==> src/rtl/i2s_pkg.sv <==
// Shared I2S definitions for the audio input and output blocks.
package i2s_pkg;

    typedef enum logic [1:0] {
        SYNC  = 2'd0,
        LEFT  = 2'd1,
        RIGHT = 2'd2
    } rx_state_t;

    localparam logic LR_LEFT  = 1'b0;
    localparam logic LR_RIGHT = 1'b1;

    localparam int unsigned DEFAULT_SAMPLE_WIDTH = 16;

endpackage

==> src/rtl/i2s_sync.sv <==
// Two-flop synchroniser with a registered previous value for edge detection.
module i2s_sync (
    input  logic clk,
    input  logic rst,
    input  logic d,
    output logic q,
    output logic rise_c,
    output logic fall_c
);

    logic s1;
    logic prev;

    always_ff @(posedge clk) begin
        if (rst) begin
            s1   <= 1'b0;
            q    <= 1'b0;
            prev <= 1'b0;
        end else begin
            s1   <= d;
            q    <= s1;
            prev <= q;
        end
    end

    assign rise_c = q & ~prev;
    assign fall_c = ~q & prev;

endmodule

==> src/rtl/i2s_audio_in.sv <==
// I2S slave receiver: oversamples bclk/lrclk/sdata in the clk domain and
// emits one stereo frame per valid pulse.
module i2s_audio_in
    import i2s_pkg::*;
#(
    parameter int unsigned clk_mhz      = 50,
    parameter int unsigned sample_width = DEFAULT_SAMPLE_WIDTH,
    parameter int unsigned max_slot     = 32
) (
    input  logic                    clk,
    input  logic                    rst,
    input  logic                    bclk,
    input  logic                    lrclk,
    input  logic                    sdata,
    output logic [sample_width-1:0] left_out,
    output logic [sample_width-1:0] right_out,
    output logic                    valid,
    output logic                    short_slot
);

    localparam int unsigned W  = sample_width;
    localparam int unsigned CW = $clog2(max_slot + 1);

    logic bclk_q, bclk_rise_c, bclk_fall_c;
    logic lr_s, lr_rise_c, lr_fall_c;
    logic sd_s, sd_rise_c, sd_fall_c;

    i2s_sync u_sync_bclk (.clk(clk), .rst(rst), .d(bclk),  .q(bclk_q), .rise_c(bclk_rise_c), .fall_c(bclk_fall_c));
    i2s_sync u_sync_lr   (.clk(clk), .rst(rst), .d(lrclk), .q(lr_s),   .rise_c(lr_rise_c),   .fall_c(lr_fall_c));
    i2s_sync u_sync_sd   (.clk(clk), .rst(rst), .d(sdata), .q(sd_s),   .rise_c(sd_rise_c),   .fall_c(sd_fall_c));

    logic unused_edges;
    assign unused_edges = ^{lr_rise_c, lr_fall_c, sd_rise_c, sd_fall_c};

    rx_state_t       state, state_nxt;
    logic [CW-1:0]   cnt;
    logic [W-1:0]    sh;
    logic [W-1:0]    hold_left;
    logic            hold_short;
    logic            lr_prev;

    logic            transition_c;
    logic [W-1:0]    msb_bit_c;
    logic [W-1:0]    sh_next_c;
    logic [CW-1:0]   cnt_next_c;
    logic            slot_short_c;
    logic            commit_left_c;
    logic            commit_right_c;

    // The bit on the lrclk-change edge still belongs to the old slot (Philips timing).
    assign transition_c = bclk_rise_c && (lr_s != lr_prev);
    assign msb_bit_c    = {sd_s, {(W-1){1'b0}}};
    assign sh_next_c    = (32'(cnt) < W) ? (sh | (msb_bit_c >> cnt)) : sh;
    assign cnt_next_c   = (32'(cnt) >= max_slot) ? cnt : cnt + CW'(1);
    assign slot_short_c = 32'(cnt_next_c) < W;

    // State register.
    always_ff @(posedge clk) begin
        if (rst) begin
            state <= SYNC;
        end else begin
            state <= state_nxt;
        end
    end

    // Next-state logic.
    always_comb begin
        state_nxt = state;
        if (transition_c) begin
            case (state)
                SYNC:    if (lr_s == LR_LEFT)  state_nxt = LEFT;
                LEFT:    if (lr_s == LR_RIGHT) state_nxt = RIGHT;
                RIGHT:   if (lr_s == LR_LEFT)  state_nxt = LEFT;
                default: state_nxt = SYNC;
            endcase
        end
    end

    // Commit strobes.
    always_comb begin
        commit_left_c  = 1'b0;
        commit_right_c = 1'b0;
        if (transition_c) begin
            commit_left_c  = (state == LEFT)  && (lr_s == LR_RIGHT);
            commit_right_c = (state == RIGHT) && (lr_s == LR_LEFT);
        end
    end

    // Slot shifter/counter and output registers.
    always_ff @(posedge clk) begin
        if (rst) begin
            cnt        <= '0;
            sh         <= '0;
            lr_prev    <= 1'b0;
            hold_left  <= '0;
            hold_short <= 1'b0;
            left_out   <= '0;
            right_out  <= '0;
            valid      <= 1'b0;
            short_slot <= 1'b0;
        end else begin
            valid <= 1'b0;
            if (bclk_rise_c) begin
                lr_prev <= lr_s;
                if (transition_c) begin
                    sh  <= '0;
                    cnt <= '0;
                end else begin
                    sh  <= sh_next_c;
                    cnt <= cnt_next_c;
                end
            end
            if (commit_left_c) begin
                hold_left  <= sh_next_c;
                hold_short <= slot_short_c;
            end
            if (commit_right_c) begin
                left_out   <= hold_left;
                right_out  <= sh_next_c;
                short_slot <= hold_short | slot_short_c;
                valid      <= 1'b1;
            end
        end
    end

    if (clk_mhz < 4) begin : g_clk_too_slow
        $fatal(1, "i2s_audio_in: clk_mhz too low for bclk oversampling");
    end

    // Each bclk phase must span at least two clk periods.
    a_bclk_high: assert property (@(posedge clk) disable iff (rst) bclk_rise_c |=> bclk_q);
    a_bclk_low:  assert property (@(posedge clk) disable iff (rst) bclk_fall_c |=> !bclk_q);

endmodule

==> config.mk <==
export PLATFORM = sky130hd
export DESIGN_NAME = i2s_audio_in
export DESIGN_NICKNAME = d
export VERILOG_FILES = /design/src/rtl/i2s_pkg.sv /design/src/rtl/i2s_sync.sv /design/src/rtl/i2s_audio_in.sv
export SDC_FILE = /design/constraint.sdc
export NUM_CORES = 1
export LEC_CHECK = 0
export ABC_CLOCK_PERIOD_IN_PS = 1700
export CAP_MARGIN = 5
export CORE_ASPECT_RATIO = 0.75
export CORE_MARGIN = 2
export CORE_UTILIZATION = 42
export DETAILED_ROUTE_END_ITERATION = 10
export GPL_TIMING_DRIVEN = 0
export PLACE_DENSITY = 0.7
export SLEW_MARGIN = 30
export SYNTH_ARGS = -nofsm -noshare
export SYNTH_HDL_FRONTEND = slang
export SYNTH_HIERARCHICAL = 1
export SYNTH_SLANG_ARGS = --single-unit
==> constraint.sdc <==
create_clock -name clk -period 1.7 [get_ports clk]
set_input_delay 0.34 -clock clk [delete_from_list [all_inputs] [get_ports clk]]
set_output_delay 0.34 -clock clk [all_outputs]
set_load 0.02 [all_outputs]
==> impl_metrics.toml <==
[floorplan]
die_w_um = 107
die_y_um = 81.0
dieArea_um2 = 8640
num_io_pins = 39
rows = 28
core_area_um2 = 7780
start_util_pct = 42.7

[critical_path]
path_cells = "clkdlybuf4s50_1"
cp-start-kind = "flip-flop"
cp_data_arrival_time_ns = 1.33
path_buf_inv = 1
cpPeakStageDelay_ns = 0.61
path_class = "reg2out"
crit_family = "buffers and inverters"
end_kind = "output port"
crit_required_ns = 1.36
crit_fanout = 2
slowest_stage = "clkdlybuf4s50_1"

[global_routing]
grtUsageMet1_pct = 24.7
grt_usage_pct = 19.3
busiest_layer = "met2"
antenna_found_initial = 0
grt_overflow_total = 0
grt_use_met3_pct = 5.30
grt_pass1_wl_um = 12900
grt_pass1_vias = 2604
grtUsageMet2_pct = 31.8
grt_max_degree = 16

[synth]
syn_nets = 405
synth_area_um2 = 3320
yosys_warnings = 6
avgSynthCellArea_um2 = 8.34
syn_inst = 398

[pwr]
leakage_uw = 0.00159
pwr-share-seq_pct = 55.4
p_comb_share_pct = 3.4
pwr-share-clk_pct = 41.2
total_power_uw = 3530
p_per_area_nw_per_um2 = 818
p_int_uw = 2690
switchingPower_uw = 844
irDropWorstVdd_uv = 431
sw_frac_of_total_pct = 23.9

[routing]
via_per_inst = 5.32
routed_wl_um = 8060
drt_iter0_drc = 119
drc_errors = 0
dr_total_vias = 2967
drt_first_pass_iters = 5
ant_nets = 0
wl_per_cell_um = 14.4

[status]
status = "finished clean"

[placed_design]
dp_hpwl_um = 5680
port_buffers = 38
dpl_cell_area_um2 = 3830
place_congestion = 0.853

[clock_tree]
cts_buffers = 9
root_buffer = "clkbuf_8"
cts_tree = "done"
clock-sinks = 83
clockBufferDepth = 2
clk_latency_ns = 0.37
path_clk_slew_ns = 0.09
htree_levels = 3

[run]
cap_violations = 0

[finish]
final_common_cell = "dfxtp_1"
area_growth_pct = 29.9
drive_gt1_share_pct = 19.4
final_area_um2 = 4310
final_nets = 455
insertedDiodeCount = 0
fin_util_pct = 55.5
layout_common_cells = "dfxtp_1 (82), nor2_1 (60), nor3_1 (56)"

[sta]
finalMaxSlewViolations = 0
worstMarginPinSlew_ns = 0.531
slew_headroom_pct = 64.3
clock-skew-final_ns = 0.0101
hold_viol = 0
fmax_mhz = 599
finalCriticalPeriod_ns = 1.67
fin_crit_sh_pct = 98.3
rsz0062_at_grt = "true"
setup_viol = 0

[hold_path]
hold_class = "reg2reg"
path summary, 6_finish.rpt:
path / to / cells past startpoint / slack [ns] / start
worst max register to register: right_out[3] / 4 / 0.04 / cnt[4]
worst max-delay path: right_out[0] / 1 / 0.03 / right_out[0]
worst min-delay path: left_out[2] / 2 / 0.45 / hold_left[2]
worst min register to register: left_out[2] / 2 / 0.45 / hold_left[2]
stage by stage:
stage | hold slack, ns | std cells | setup TNS, ns | worst slack [ns]
after floorplan | 0.412 | 398 | 0 | 0.201
after global placement | 0.418 | 541 | -24.78 | -0.641
after detailed placement | 0.425 | 541 | -25.01 | -0.666
after CTS | 0.454 | 557 | -0.0834 | -0.0405
after global routing | 0.470 | 558 | -0.190 | -0.0560
final | 0.447 | 558 | 0 | 0.0295
area by class of cell:
type                            count  area [µm²]
Tap cell                          105         131
Sequential cell                    83        1660
Clock inverter                      6        73.8
Buffer                             30         215
Fill cell                         719        3460
Clock buffer                       10         128
Timing Repair Buffer               42         425
Inverter                            5        18.8
Multi-Input combinational cell    277        1660
metal layers:
layer / share of wire, % / wire [µm] / vias up
met3: 5.9 / 479 / 19
met2: 47 / 3810 / 102
met1: 45 / 3600 / 1393
met5: 0 / 0 / -
met4: 2.0 / 159 / 0
li1: - / - / 1453
sequential cells by signal, indices dropped and copies added (netlist names):
name and cells:
hold_left 16, left_out 16, right_out 16, sh 16, cnt 6, state 2
hold_short 1, lr_prev 1, short_slot 1, u_sync_bclk/prev 1, u_sync_bclk/q 1, u_sync_bclk/s1 1
u_sync_lr/q 1, u_sync_lr/s1 1, u_sync_sd/q 1, u_sync_sd/s1 1, valid 1
repair_timing:
item                                    CTS  global route
pin swaps                                 0             4
gates resized for setup                  18            58
endpoints found under the setup margin   55            71
hold buffers                              0             0
setup buffers                             0             4
power by group through the flow:
stage | clock [µW] | sequential (µW) | combinational, µW
floorplan | 0 | 2000 | 74.3
global placement | 0 | 2000 | 109
detailed placement | 0 | 2000 | 111
CTS | 1480 | 1960 | 115
global route | 1570 | 1960 | 132
finish | 1450 | 1960 | 121
(Power assumes the default switching activity.)
